==> src/rtl/ofm_axi_wr_master_if.sv <==
// Bundle of the job-control, result-stream and AXI4 write-channel signals
// seen by the output-feature-map write master.
interface ofm_axi_wr_master_if #(
    parameter int DATA_WIDTH = 512,
    parameter int ADDR_WIDTH = 64
);
    // Job control
    logic                      ap_start;
    logic [ADDR_WIDTH-1:0]     dest_addr;
    logic [31:0]               words_num;
    logic                      ap_done;
    logic                      ap_idle;
    // Result stream from the accelerator core
    logic                      s_valid;
    logic                      s_ready;
    logic [DATA_WIDTH-1:0]     s_data;
    // AXI4 write address / data / response channels
    logic                      m_axi_awvalid;
    logic                      m_axi_awready;
    logic [ADDR_WIDTH-1:0]     m_axi_awaddr;
    logic [7:0]                m_axi_awlen;
    logic                      m_axi_wvalid;
    logic                      m_axi_wready;
    logic [DATA_WIDTH-1:0]     m_axi_wdata;
    logic [DATA_WIDTH/8-1:0]   m_axi_wstrb;
    logic                      m_axi_wlast;
    logic                      m_axi_bvalid;
    logic                      m_axi_bready;

    modport master (
        input  ap_start, dest_addr, words_num,
        input  s_valid, s_data,
        input  m_axi_awready, m_axi_wready, m_axi_bvalid,
        output ap_done, ap_idle, s_ready,
        output m_axi_awvalid, m_axi_awaddr, m_axi_awlen,
        output m_axi_wvalid, m_axi_wdata, m_axi_wstrb, m_axi_wlast,
        output m_axi_bready
    );

    modport slave (
        output ap_start, dest_addr, words_num,
        output s_valid, s_data,
        output m_axi_awready, m_axi_wready, m_axi_bvalid,
        input  ap_done, ap_idle, s_ready,
        input  m_axi_awvalid, m_axi_awaddr, m_axi_awlen,
        input  m_axi_wvalid, m_axi_wdata, m_axi_wstrb, m_axi_wlast,
        input  m_axi_bready
    );
endinterface

==> src/rtl/ofm_axi_wr_master.sv <==
// Output-feature-map AXI4 write master: drains the 512-bit result stream into
// host memory as INCR bursts of up to MAX_BURST beats, never crossing a 4 KB
// page, with a single burst in flight at a time.
module ofm_axi_wr_master #(
    parameter int DATA_WIDTH = 512,
    parameter int ADDR_WIDTH = 64,
    parameter int MAX_BURST  = 16
) (
    input  logic                    ap_clk,
    input  logic                    ap_rst_n,
    ofm_axi_wr_master_if.master     bus
);

    typedef enum logic [2:0] {
        S_IDLE,
        S_CALC,
        S_AW,
        S_W,
        S_B,
        S_DONE
    } state_t;

    state_t                 state_q, state_d;
    logic [ADDR_WIDTH-1:0]  addr_q, addr_d;
    logic [31:0]            rem_q, rem_d;
    logic [6:0]             len_q, len_d;
    logic [6:0]             beat_q, beat_d;
    logic [6:0]             len_lim;
    logic [6:0]             page_room;
    logic                   in_aw;
    logic                   in_w;
    logic                   last_beat;

    // Burst length: smallest of the burst cap, the remaining words and the beats left in the 4 KB page
    always_comb begin
        page_room = 7'd64 - {1'b0, addr_q[11:6]};
        len_lim   = 7'(MAX_BURST);
        if ({1'b0, rem_q} < 33'(len_lim)) begin
            len_lim = rem_q[6:0];
        end
        if (page_room < len_lim) begin
            len_lim = page_room;
        end
    end

    // State, address, remaining-count and beat-counter registers
    always_ff @(posedge ap_clk or negedge ap_rst_n) begin
        if (!ap_rst_n) begin
            state_q <= S_IDLE;
            addr_q  <= '0;
            rem_q   <= '0;
            len_q   <= '0;
            beat_q  <= '0;
        end else begin
            state_q <= state_d;
            addr_q  <= addr_d;
            rem_q   <= rem_d;
            len_q   <= len_d;
            beat_q  <= beat_d;
        end
    end

    assign last_beat = (beat_q == (len_q - 7'd1));

    // Next-state logic: start latching, burst sizing, handshake tracking and address advance
    always_comb begin
        state_d = state_q;
        addr_d  = addr_q;
        rem_d   = rem_q;
        len_d   = len_q;
        beat_d  = beat_q;
        case (state_q)
            S_IDLE: begin
                if (bus.ap_start) begin
                    // Host address is forced onto a 64-byte word boundary
                    addr_d  = bus.dest_addr & ~ADDR_WIDTH'(63);
                    rem_d   = bus.words_num;
                    beat_d  = '0;
                    state_d = S_CALC;
                end
            end
            S_CALC: begin
                if (rem_q == 32'd0) begin
                    state_d = S_DONE;
                end else begin
                    len_d   = len_lim;
                    beat_d  = '0;
                    state_d = S_AW;
                end
            end
            S_AW: begin
                if (bus.m_axi_awready) begin
                    state_d = S_W;
                end
            end
            S_W: begin
                if (bus.s_valid && bus.m_axi_wready) begin
                    if (last_beat) begin
                        beat_d  = '0;
                        state_d = S_B;
                    end else begin
                        beat_d  = beat_q + 7'd1;
                    end
                end
            end
            S_B: begin
                if (bus.m_axi_bvalid) begin
                    addr_d  = addr_q + ADDR_WIDTH'({len_q, 6'b0});
                    rem_d   = rem_q - 32'(len_q);
                    state_d = (rem_q == 32'(len_q)) ? S_DONE : S_CALC;
                end
            end
            S_DONE: begin
                state_d = S_IDLE;
            end
            default: begin
                state_d = S_IDLE;
            end
        endcase
    end

    assign in_aw = (state_q == S_AW);
    assign in_w  = (state_q == S_W);

    // Outputs decode straight from the state register so a reset clears them without waiting for a clock
    assign bus.ap_idle       = (state_q == S_IDLE);
    assign bus.ap_done       = (state_q == S_DONE);
    assign bus.m_axi_awvalid = in_aw;
    assign bus.m_axi_awaddr  = in_aw ? addr_q : '0;
    assign bus.m_axi_awlen   = in_aw ? {1'b0, len_q - 7'd1} : 8'd0;
    // W channel is a zero-latency pass-through of the result stream while a burst is open
    assign bus.m_axi_wvalid  = in_w & bus.s_valid;
    assign bus.s_ready       = in_w & bus.m_axi_wready;
    assign bus.m_axi_wdata   = in_w ? bus.s_data : '0;
    assign bus.m_axi_wstrb   = in_w ? '1 : '0;
    assign bus.m_axi_wlast   = in_w & last_beat;
    assign bus.m_axi_bready  = (state_q == S_B);

endmodule
==> src/flat_wrapper.sv <==
// flat-port wrapper written by rule: the top's interface ports become plain ports
module ofm_axi_wr_master_flat 
#(
    parameter int DATA_WIDTH = 512,
    parameter int ADDR_WIDTH = 64,
    parameter int MAX_BURST  = 16
)
  (ap_clk, ap_rst_n, bus_ap_start, bus_dest_addr, bus_words_num, bus_s_valid, bus_s_data, bus_m_axi_awready, bus_m_axi_wready, bus_m_axi_bvalid, bus_ap_done, bus_ap_idle, bus_s_ready, bus_m_axi_awvalid, bus_m_axi_awaddr, bus_m_axi_awlen, bus_m_axi_wvalid, bus_m_axi_wdata, bus_m_axi_wstrb, bus_m_axi_wlast, bus_m_axi_bready);
  ofm_axi_wr_master_if #(.DATA_WIDTH(DATA_WIDTH), .ADDR_WIDTH(ADDR_WIDTH)) bus_i ();
  input  logic ap_clk;
  input  logic ap_rst_n;
  input wire logic [$bits(bus_i.ap_start)-1:0] bus_ap_start;
  input wire logic [$bits(bus_i.dest_addr)-1:0] bus_dest_addr;
  input wire logic [$bits(bus_i.words_num)-1:0] bus_words_num;
  input wire logic [$bits(bus_i.s_valid)-1:0] bus_s_valid;
  input wire logic [$bits(bus_i.s_data)-1:0] bus_s_data;
  input wire logic [$bits(bus_i.m_axi_awready)-1:0] bus_m_axi_awready;
  input wire logic [$bits(bus_i.m_axi_wready)-1:0] bus_m_axi_wready;
  input wire logic [$bits(bus_i.m_axi_bvalid)-1:0] bus_m_axi_bvalid;
  output wire logic [$bits(bus_i.ap_done)-1:0] bus_ap_done;
  output wire logic [$bits(bus_i.ap_idle)-1:0] bus_ap_idle;
  output wire logic [$bits(bus_i.s_ready)-1:0] bus_s_ready;
  output wire logic [$bits(bus_i.m_axi_awvalid)-1:0] bus_m_axi_awvalid;
  output wire logic [$bits(bus_i.m_axi_awaddr)-1:0] bus_m_axi_awaddr;
  output wire logic [$bits(bus_i.m_axi_awlen)-1:0] bus_m_axi_awlen;
  output wire logic [$bits(bus_i.m_axi_wvalid)-1:0] bus_m_axi_wvalid;
  output wire logic [$bits(bus_i.m_axi_wdata)-1:0] bus_m_axi_wdata;
  output wire logic [$bits(bus_i.m_axi_wstrb)-1:0] bus_m_axi_wstrb;
  output wire logic [$bits(bus_i.m_axi_wlast)-1:0] bus_m_axi_wlast;
  output wire logic [$bits(bus_i.m_axi_bready)-1:0] bus_m_axi_bready;
  assign bus_i.ap_start = bus_ap_start;
  assign bus_i.dest_addr = bus_dest_addr;
  assign bus_i.words_num = bus_words_num;
  assign bus_i.s_valid = bus_s_valid;
  assign bus_i.s_data = bus_s_data;
  assign bus_i.m_axi_awready = bus_m_axi_awready;
  assign bus_i.m_axi_wready = bus_m_axi_wready;
  assign bus_i.m_axi_bvalid = bus_m_axi_bvalid;
  assign bus_ap_done = bus_i.ap_done;
  assign bus_ap_idle = bus_i.ap_idle;
  assign bus_s_ready = bus_i.s_ready;
  assign bus_m_axi_awvalid = bus_i.m_axi_awvalid;
  assign bus_m_axi_awaddr = bus_i.m_axi_awaddr;
  assign bus_m_axi_awlen = bus_i.m_axi_awlen;
  assign bus_m_axi_wvalid = bus_i.m_axi_wvalid;
  assign bus_m_axi_wdata = bus_i.m_axi_wdata;
  assign bus_m_axi_wstrb = bus_i.m_axi_wstrb;
  assign bus_m_axi_wlast = bus_i.m_axi_wlast;
  assign bus_m_axi_bready = bus_i.m_axi_bready;
  ofm_axi_wr_master #(.DATA_WIDTH(DATA_WIDTH), .ADDR_WIDTH(ADDR_WIDTH), .MAX_BURST(MAX_BURST)) u_core (.ap_clk(ap_clk), .ap_rst_n(ap_rst_n), .bus(bus_i));
endmodule
==> config.mk <==
export PLATFORM = sky130hd
export DESIGN_NAME = ofm_axi_wr_master_flat
export DESIGN_NICKNAME = d
export VERILOG_FILES = /design/src/rtl/ofm_axi_wr_master_if.sv /design/src/rtl/ofm_axi_wr_master.sv /design/src/flat_wrapper.sv
export SDC_FILE = /design/constraint.sdc
export NUM_CORES = 1
export LEC_CHECK = 0
export CAP_MARGIN = 20
export CORE_AREA = 2 2 493 495
export DETAILED_ROUTE_END_ITERATION = 8
export DIE_AREA = 0 0 495 497
export SYNTH_ARGS = -nofsm -noshare
export SYNTH_HDL_FRONTEND = slang
export SYNTH_SLANG_ARGS = --single-unit
==> constraint.sdc <==
create_clock -name ap_clk -period 3.9 [get_ports ap_clk]
set_input_delay 0.78 -clock ap_clk [delete_from_list [all_inputs] [get_ports ap_clk]]
set_output_delay 0.78 -clock ap_clk [all_outputs]
set_load 0.02 [all_outputs]
==> qor.txt <==
DP HPWL: 222000 µm
Post-Route WL: 243000 µm
Die area: 246000 µm²
Layout Cells excl Fill: 6134
Post-synthesis sequential area ratio: 0.220
Setup Viol. Count Final: 0
First-pass GRT wire length: 290000 µm
Grt total ovfl: 0
PortBufs: 1256
Unique masters post-synth: 86
Post-Syn Instances: 1672
Top-count cell post-synth: and2_1
Fmax: 265 MHz
Chip height: 497 µm
Power share of the clock group: 0.048
Internal power: 9.79 mW
Final Hold Fails: 0
Via-to-Cell Ratio: 3.14
Worst skew pair latency: 0.40 ns
CP cell instances: inv_1 -> ha_1 -> xnor2_1 -> a211o_1 -> a2111o_1 -> nor4_1 -> and2_1 -> buf_12
Nets@finish: 3492
Max-capacitance violation count: 0
Drt wl/cell: 39.6 µm
Ys flop type: dfrtp_1
Longest Clk Path Bufs: 2
Initial antenna violation count: 224
Power Density: 715 nW/µm²
Antenna Nets Post-Route: 0
Area grow syn2layout: 155%
VDD IR max: 0.000348 V
Critical Path AT: 3.00 ns
Switching portion of total power: 0.559
H-tree levels: 3
Syn. warnings: 0
Num rows: 180
TritonRoute pass-1 iters: 5
Combinational share of power: 0.841
Slowest cell delay on critical path: 0.56 ns
Flop pwr share: 0.112
Vias in the first global route: 19.5k
Clock slew at reported path FFs: 0.09 ns
Synth top area share: 0.293
P_sw: 12.4 mW
Largest net degree at the start of global routing: 96
EDFF count, synth: 0
Crit end category: output port
Initial DRC count: 1325
Max Transition Viols Final: 0
Total core area: 240000 µm²
CTS buffer count: 9
CP max stage cell: dfrtp_1
Hold_buf cts: 0
Status: complete, no violations
Top cells by count, synth: and2_1 (570), nor2_1 (119), clkbuf_1 (108), dfrtp_1 (107), nand2_1 (86)
Data required time of the worst path: 3.12 ns
Chip Width: 495 µm
Max transition margin: 0.301
IO Count: 1270
Min cycle time layout: 3.78 ns
Synth top area cells: and2_1 (29%), dfrtp_1 (22%), buf_4 (4.5%)
CTS tree: yes
Layout cells sized above 1: 0.161
Synth area leader: and2_1
Post-CTS setup buffers: 0
Post-synth ARST share: 1.00
CTS Root Cell: clkbuf_16
CP Launch Type: flip-flop
Final TNS setup: 0 ns
Netlist Area Pre-Place: 12200 µm²
RSZ-0062 raised after global routing: false
Tightest Pin Transition: 1.05 ns
Clock Sinks: 107
DRC viols: 0
Vias post-DR: 19.2k
Post-Place Cells: 6026
Total Power: 22.2 mW
GPL Wtd Cong: 1.11
Kind of critical path: reg2out
Initial core utilization: 0.0507
Clock Skew: 0.0191 ns
Hold Crit Class: in2async
#FFs+latches synth: 107
Standby leakage power: 11.2 nW
Syn Area/Cell: 7.28 µm²
Gr usage total: 0.190
Fin crit share: 0.969
Critical-path maximum fanout: 8
registers in the layout (all words and copies together), names as in the netlist:
name,count
u_core.addr_q,58
u_core.beat_q,7
u_core.rem_q,32
u_core.state_q,3
u_core.len_q,7
final timing paths:
kind	startpoint	depth (start not counted)	slack, ns	to
setup reg to reg	u_core.len_q[0]	10	0.35	u_core.addr_q[48]
hold reg to reg	u_core.rem_q[22]	2	0.51	u_core.rem_q[22]
min in group ap_clk	u_core.rem_q[22]	2	0.51	u_core.rem_q[22]
max in group asynchronous	ap_rst_n	2	2.41	u_core.addr_q[61]
hold / removal	ap_rst_n	1	0.42	u_core.addr_q[28]
setup / recovery	u_core.len_q[0]	8	0.12	bus_m_axi_wlast
timing repair:
action | in CTS | in global routing
cloned | 0 | 0
gates resized for setup | 1 | 2
hold endpoints to repair | 0 | 0
endpoints found under the setup margin | 1 | 3
per-stage QoR:
stage / hold WS, ns / instance area (µm²) / util / setup WS (ns)
after CTS: 0.511 / 30800 / 0.128 / 0.0754
after detailed placement: 0.499 / 30500 / 0.127 / 0.422
after global routing: 0.529 / 31000 / 0.129 / 0.0431
after floorplan: 0.463 / 12200 / - / 0.256
final: 0.416 / 31100 / 0.129 / 0.120
after global placement: 0.491 / 30500 / 0.127 / 0.453
layout by cell type (no fill, tap or decap), types with 43 or more instances in the layout:
master	netlist	final
nor2_1	119	119
a21oi_1	62	62
and2_1	570	569
nand2_1	86	84
buf_12	0	226
nor3_1	52	52
buf_4	73	180
nand3_1	58	58
clkdlybuf4s50_1	0	950
diode_2	0	92
dfrtp_1	107	104
o21ai_0	43	43
kinds of logic after synthesis:
group,synth area share
xor gates and xnor gates,0.0148
other,0.000617
AOI/OAI and AO/OA,0.169
buffers and inverters,0.0957
muxes,0.00442
DFF,0.220
adders and majority gates,0.0269
and+or+nand+nor,0.468
area by class of cell:
type,instances,area [µm²]
fillers,27612,209000
clock inverters,1,30.0
inverters,28,105
repair buffers,1357,15400
well taps,3185,3990
diodes,92,230
clock buffers,15,278
flip-flops and latches,107,2680
multi-input cells,1349,8370
power groups by stage:
| stage | Clock, mW | Combinational (mW) | Sequential (mW) |
|---|---|---|---|
| final | 1.06 | 18.7 | 2.48 |
| after global routing | 1.12 | 19.5 | 2.56 |
| after CTS | 1.08 | 19.0 | 2.45 |
| after detailed placement | 0 | 18.9 | 2.47 |
| after global placement | 0 | 19.3 | 2.50 |
| after floorplan | 0 | 7.63 | 2.10 |
metal layers:
layer	track usage	wire length, µm	vias up
li1	-	-	8070
met1	0.228	99500	9380
met2	0.320	115000	1279
met3	0.0561	17300	442
met4	0.0661	10900	76
met5	0	498	-
critical path: cells and delay by family (launching register included):
family                   cells  cell delay, ns
XOR/XNOR                     1            0.14
AND/OR/NAND/NOR              2            0.69
flip-flops                   1            0.56
AO/OA/AOI/OAI                2            0.64
buffers and inverters        2            0.22
adder cells (fa/ha/maj)      1            0.35
(Power assumes the default switching activity.)
